==> src/rtl/lobinho_pkg.sv <==
// rtl/lobinho_pkg.sv - shared PoliLobinho constants and FSM state encoding
package lobinho_pkg;

    localparam int DEF_N_JOGADORES = 5;
    localparam int DEF_W_ID        = 3;
    localparam int DEF_ID_PULAR    = 5;
    localparam int DEF_ID_NENHUM   = 7;

    // Also decoded by estado7seg for the debug display.
    typedef enum logic [1:0] {
        OCIOSO = 2'd0,
        COLETA = 2'd1,
        APURA  = 2'd2,
        FIM    = 2'd3
    } estado_t;

endpackage

==> src/rtl/contador_voto.sv <==
// rtl/contador_voto.sv - saturating vote counter with synchronous clear and enable
module contador_voto #(
    parameter int W   = 3,
    parameter int MAX = 5
) (
    input  logic         clock,
    input  logic         reset,
    input  logic         limpar,
    input  logic         habilita,
    output logic [W-1:0] contagem
);

    logic [W-1:0] contagem_q;
    logic [W-1:0] contagem_d;

    always_comb begin
        contagem_d = contagem_q;
        if (limpar) begin
            contagem_d = '0;
        end else if (habilita && (contagem_q < W'(MAX))) begin
            contagem_d = contagem_q + W'(1);
        end
    end

    always_ff @(posedge clock) begin
        if (reset) begin
            contagem_q <= '0;
        end else begin
            contagem_q <= contagem_d;
        end
    end

    assign contagem = contagem_q;

endmodule

==> src/rtl/apuracao_votos.sv <==
// rtl/apuracao_votos.sv - day-phase vote collection and argmax tally
module apuracao_votos
    import lobinho_pkg::*;
#(
    parameter int N_JOGADORES = DEF_N_JOGADORES,
    parameter int W_ID        = DEF_W_ID,
    parameter int ID_PULAR    = DEF_ID_PULAR,
    parameter int ID_NENHUM   = DEF_ID_NENHUM
) (
    input  logic                   clock,
    input  logic                   reset,
    input  logic                   iniciar,
    input  logic                   voto_valido,
    input  logic [W_ID-1:0]        jogador_votante,
    input  logic [W_ID-1:0]        jogador_escolhido,
    input  logic [N_JOGADORES-1:0] vivos,
    input  logic                   fim_votacao,
    output logic [W_ID-1:0]        eliminado,
    output logic                   empate,
    output logic                   pronto,
    output logic                   todos_votaram,
    output logic [1:0]             db_estado
);

    localparam logic [W_ID-1:0]        PULAR  = W_ID'(ID_PULAR);
    localparam logic [W_ID-1:0]        NENHUM = W_ID'(ID_NENHUM);
    localparam logic [W_ID-1:0]        ULTIMO = W_ID'(N_JOGADORES - 1);
    localparam logic [N_JOGADORES-1:0] UM     = N_JOGADORES'(1);

    estado_t                state_q, state_d;
    logic [N_JOGADORES-1:0] votou_q, votou_d;
    logic [W_ID-1:0]        idx_q, idx_d;
    logic [W_ID-1:0]        max_q, max_d;
    logic [W_ID-1:0]        arg_q, arg_d;
    logic                   emp_q, emp_d;
    logic [W_ID-1:0]        eliminado_q, eliminado_d;
    logic                   empate_q, empate_d;
    logic                   pronto_q, pronto_d;
    logic                   todos_q, todos_d;

    logic [W_ID-1:0]        cont [N_JOGADORES];
    logic [W_ID-1:0]        abstencoes;
    logic [N_JOGADORES-1:0] cont_en;
    logic                   abst_en;
    logic                   limpar;
    logic                   aceita;
    logic [N_JOGADORES-1:0] votante_oh;
    logic [N_JOGADORES-1:0] alvo_oh;
    logic [W_ID-1:0]        cand;
    logic                   cand_vivo;

    // Out-of-range IDs shift the one-hot to zero, so they match no player.
    assign votante_oh = UM << jogador_votante;
    assign alvo_oh    = UM << jogador_escolhido;
    assign cont_en    = aceita ? (alvo_oh & vivos) : '0;
    assign abst_en    = aceita && (jogador_escolhido == PULAR);

    for (genvar g = 0; g < N_JOGADORES; g++) begin : g_cont
        contador_voto #(.W(W_ID), .MAX(N_JOGADORES)) u_cont (
            .clock    (clock),
            .reset    (reset),
            .limpar   (limpar),
            .habilita (cont_en[g]),
            .contagem (cont[g])
        );
    end

    contador_voto #(.W(W_ID), .MAX(N_JOGADORES)) u_abst (
        .clock    (clock),
        .reset    (reset),
        .limpar   (limpar),
        .habilita (abst_en),
        .contagem (abstencoes)
    );

    always_comb begin
        cand      = '0;
        cand_vivo = 1'b0;
        for (int i = 0; i < N_JOGADORES; i++) begin
            if (idx_q == W_ID'(i)) begin
                cand      = cont[i];
                cand_vivo = vivos[i];
            end
        end
    end

    always_comb begin
        state_d     = state_q;
        votou_d     = votou_q;
        idx_d       = idx_q;
        max_d       = max_q;
        arg_d       = arg_q;
        emp_d       = emp_q;
        eliminado_d = eliminado_q;
        empate_d    = empate_q;
        pronto_d    = 1'b0;
        limpar      = 1'b0;
        aceita      = 1'b0;

        if (iniciar) begin
            limpar  = 1'b1;
            votou_d = '0;
            state_d = COLETA;
        end else begin
            case (state_q)
                COLETA: begin
                    aceita = voto_valido && |(votante_oh & vivos & ~votou_q);
                    if (aceita) begin
                        votou_d = votou_q | votante_oh;
                    end
                    if (fim_votacao) begin
                        state_d = APURA;
                        idx_d   = '0;
                        max_d   = '0;
                        arg_d   = NENHUM;
                        emp_d   = 1'b0;
                    end
                end
                APURA: begin
                    if (cand_vivo) begin
                        if (cand > max_q) begin
                            max_d = cand;
                            arg_d = idx_q;
                            emp_d = 1'b0;
                        end else if ((cand == max_q) && (max_q != '0)) begin
                            emp_d = 1'b1;
                        end
                    end
                    if (idx_q == ULTIMO) begin
                        state_d = FIM;
                    end else begin
                        idx_d = idx_q + W_ID'(1);
                    end
                end
                FIM: begin
                    eliminado_d = ((max_q != '0) && !emp_q && (max_q > abstencoes)) ? arg_q : NENHUM;
                    empate_d    = emp_q;
                    pronto_d    = 1'b1;
                    state_d     = OCIOSO;
                end
                default: ;
            endcase
        end

        todos_d = (state_d == COLETA) && ((votou_d & vivos) == vivos);
    end

    always_ff @(posedge clock) begin
        if (reset) begin
            state_q     <= OCIOSO;
            votou_q     <= '0;
            idx_q       <= '0;
            max_q       <= '0;
            arg_q       <= NENHUM;
            emp_q       <= 1'b0;
            eliminado_q <= NENHUM;
            empate_q    <= 1'b0;
            pronto_q    <= 1'b0;
            todos_q     <= 1'b0;
        end else begin
            state_q     <= state_d;
            votou_q     <= votou_d;
            idx_q       <= idx_d;
            max_q       <= max_d;
            arg_q       <= arg_d;
            emp_q       <= emp_d;
            eliminado_q <= eliminado_d;
            empate_q    <= empate_d;
            pronto_q    <= pronto_d;
            todos_q     <= todos_d;
        end
    end

    assign eliminado     = eliminado_q;
    assign empate        = empate_q;
    assign pronto        = pronto_q;
    assign todos_votaram = todos_q;
    assign db_estado     = state_q;

endmodule

==> config.mk <==
export PLATFORM = sky130hd
export DESIGN_NAME = apuracao_votos
export DESIGN_NICKNAME = d
export VERILOG_FILES = /design/src/rtl/lobinho_pkg.sv /design/src/rtl/contador_voto.sv /design/src/rtl/apuracao_votos.sv
export SDC_FILE = /design/constraint.sdc
export NUM_CORES = 1
export LEC_CHECK = 0
export ABC_AREA = 1
export CAP_MARGIN = 20
export CORE_UTILIZATION = 35
export DETAILED_ROUTE_END_ITERATION = 6
export SLEW_MARGIN = 40
export SYNTH_ARGS = -nofsm -noshare
export SYNTH_HDL_FRONTEND = slang
export SYNTH_HIERARCHICAL = 1
export SYNTH_SLANG_ARGS = --single-unit
==> constraint.sdc <==
create_clock -name clock -period 2.1 [get_ports clock]
set_input_delay 0.42 -clock clock [delete_from_list [all_inputs] [get_ports clock]]
set_output_delay 0.42 -clock clock [all_outputs]
set_load 0.005 [all_outputs]
==> results of run 1 <==
-- synth_stat cells, types with 2 or more instances --
| cell | count |
|---|---|
| a21oi_1 | 16 |
| inv_1 | 85 |
| a21oi_2 | 13 |
| inv_2 | 2 |
| ha_1 | 22 |
| clkbuf_1 | 3 |
| o21ai_1 | 8 |
| o31ai_1 | 2 |
| o21ai_0 | 6 |
| nand2_2 | 4 |
| or2_2 | 6 |
| nor2_1 | 60 |
| nor3_1 | 6 |
| nand2_1 | 87 |
| nand3b_1 | 2 |
| dfxtp_1 | 41 |
| o211ai_1 | 3 |
| nand3_1 | 47 |
| a211oi_1 | 4 |
| o21ai_2 | 6 |
-- worst reg2reg max path: cells and delay by family, from the launching register on --
family	cells	cell delay [ps]
DFF	1	390
AOI/OAI and AO/OA	2	330
buffers and inverters	3	200
and+or+nand+nor	11	870
adders and majority gates	2	360
-- report_power, final --
group / switching, mW / total, mW / leakage (nW) / internal [mW]
registers: 0.0200 / 0.816 / 0.333 / 0.796
clock network: 0.288 / 0.675 / 0.0574 / 0.387
logic: 0.232 / 0.440 / 1.28 / 0.208
total: 0.540 / 1.93 / 1.67 / 1.39
-- state kept, by name, summed over array words and instances, names as in the netlist --
register / cells
g_cont.u_cont/contagem: 15
empate: 1
votou_q: 5
eliminado: 3
emp_q: 1
u_abst/contagem: 3
max_q: 3
todos_votaram: 1
idx_q: 3
arg_q: 3
db_estado: 2
pronto: 1
-- logic make-up (layout without fill, tap and decap cells) --
kind of cell               Yosys count  count (layout)  share of synthesized area, %
buffers and inverters               92             157                          12.6
and+or+nand+nor                    218             219                          33.8
DFF                                 41              41                          29.4
adders and majority gates           22              22                          9.85
AOI/OAI and AO/OA                   60              60                          14.3
-- stage by stage --
step / TNS, ps / hold slack (ps)
floorplan: 0 / 441
global placement: -4740 / 457
detailed placement: -5270 / 454
CTS: -665 / 476
global route: -1900 / 493
finish: -995 / 469
-- what timing repair did --
action                                 CTS  global route
setup endpoints to repair                7            25
setup buffers                            4             0
resized for setup                       36            21
pin swaps                               18             6
gates cloned                             1             0
endpoints found under the hold margin    0             0
-- metal layers --
metal	vias to the layer above	share of wire (%)
met5	-	0
met1	1241	46
met3	10	2.5
met2	41	50
met4	0	1.5
li1	1495	-
-- final timing paths --
path	from	to	slack [ps]	depth (start not counted)
min	eliminado[2]$_SDFFE_PP1P_	eliminado[2]$_SDFFE_PP1P_	470	2
max	idx_q[1]$_SDFFE_PP0P_	max_q[2]$_SDFFE_PP0P_	-160	18
min reg2reg	eliminado[2]$_SDFFE_PP1P_	eliminado[2]$_SDFFE_PP1P_	470	2
max reg2reg	idx_q[1]$_SDFFE_PP0P_	max_q[2]$_SDFFE_PP0P_	-160	18
-- area by class of cell --
class	count	area, µm²
Clock inverter	2	37.5
Sequential cell	41	828
Clock buffer	6	82.6
Tap cell	102	128
Inverter	88	335
Timing Repair Buffer	61	531
Multi-Input combinational cell	301	1870
Fill cell	756	3910
==> results.md, run 1 <==
* Status: finished with violations
* Failing checks: setup timing
* Drt first-iter violations at 99
* Worst EP required at 2300 ps
* Total number of vias at around 2,800
* Post-DP HPWL at 5.23 mm
* Met1 Resource Use GR at 20.2%
* Synth cell types at 30
* Most frequent cell on the critical path: nand3_2
* Vias in the first global route at 2,815
* Initial core utilization at 36.2%
* Non-Filler Instances at 601
* Hold Path Class: register to register
* P&R area growth vs syn at 36.5%
* F_max at between 400 and 500 MHz
* Wire per inst at roughly 11 µm
* Slew at the pin with the worst max-slew slack at 357 ps
* Drt via density at 4.64
* Final wirelength at roughly 6.8 mm
* CTS Root Cell: clkbuf_8
* Placed Cells at roughly 590
* # clock sinks at 41
* Top-level port count at 24
* Synthesis Warnings at 6
* Initial antenna violation count at 0
* Max Root-Sink Buffers at 2
* Clk Latency, worst-skew pair at 300 ps
* Crit path largest cell delay at 390 ps
* Final slew viol count at 0
* Commonest cells after routing, fill and taps aside: nand2_1 (78), inv_1 (77), nor2_1 (57)
* Row count at 32
* Top cell type's share of synthesized area at 29.4%
* Antenna cells at 0
* Final setup viols at 7
* H-tree depth at 2
* Total power draw at 1.93 mW
* Drt drc at 0
* GRT Overall Usage at 17.4%
* VDD IR max at 0.000308 V
* Crit path max fanout at 7
* Syn nets at 471
* Antenna violation net count after detailed routing at 0
* Port Buffer Count at 23
* Cell count after synthesis at 433
* Period utilization at 108%
* Critical Path Start Type: register
* Die W at ~91 µm
* Most common cell after layout, fill and taps aside: nand2_1
* Synthesized flop and latch total at 41
* Die area at 8340 µm²
* CP bufs+invs at 3
* Grt met3 use at 2.93%
* Class of the most critical setup path: register to register
* Area of the core at roughly 7700 µm²
* Tmin final at 2260 ps
* DRT Pass-1 Iters at 4
* Crit. End Element: register
* Synth async-reset ratio at 0%
* Fin worst setup slack at -161 ps
* Max-Cap Viols at 0
* GRT overflow at 0
* Clk_skew at approximately 12 ps
* Post-route cell area at ~3800 µm²
* GPL Wtd Cong at 0.845
* Slowest stage cell, crit path: dfxtp_4
* Largest net degree at the start of global routing at 15
* Reg clk slew, reported paths at 90 ps
* Top Usage Layer GRT: met2
* Slew margin rel. at 76.0%
* Worst slack at placement at -291 ps
* Share of layout cells above drive strength 1 at 24.8%
* TritonCTS Buffers at 5
* Fraction of met2 tracks used by global routing at 31.9%
* Hold Vio Cnt, Final at 0
* Post-synth EDFFs at 0
* CP cell instances: inv_4 > ha_4 > inv_2 > nor2_4 > nand3_2 > nand3_2 > nand3_2 > nand3_2 > nand2_2 > inv_2 > ha_4 > a21oi_2 > nand2_1 > a21o_1 > nand3_4 > nand2_1 > nand2_1 > nor2_1
* Post-place instance area at between 3000 and 4000 µm²
* Leak Pwr at 1.67 nW
* First-pass GRT wire length at 11.9 mm
* DIE HEIGHT at just over 90 µm
* RSZ-0062 raised after global routing: true
* PD cells at 506 nW/µm²
* Register area share after synthesis at between 20% and 30%
* Top FF cell, synth: dfxtp_1
* Top cells by area, synth: dfxtp_1 (29%), nand2_1 (12%), inv_1 (11%)
* Post-Syn Area at 2790 µm²
* Final net count at 536
* CP Data Arrival Time at 2460 ps
* Cell accounting for the most synthesized area: dfxtp_1
* Mean Syn Cell Area at 6.45 µm²
* Layout Utilization at 49.4%
* CP delay by family, top: simple AND/OR/NAND/NOR gates
* CTS tree: built
* Hold_buf cts at 0
No activity file was read; power rests on OpenSTA's default activity.
==> inputs of run 2 (changes only) <==
CAP_MARGIN = 25   (was 20)
==> results of run 2 <==
Same layout as run 1: the final DEF is identical, and so are final timing and power.
==> inputs of run 3 (changes only) <==
ABC_CLOCK_PERIOD_IN_PS = 2100   (was not set)
TNS_END_PERCENT = 100   (was not set)
==> results of run 3 <==
Same layout as run 1: the final DEF is identical, and so are final timing and power.
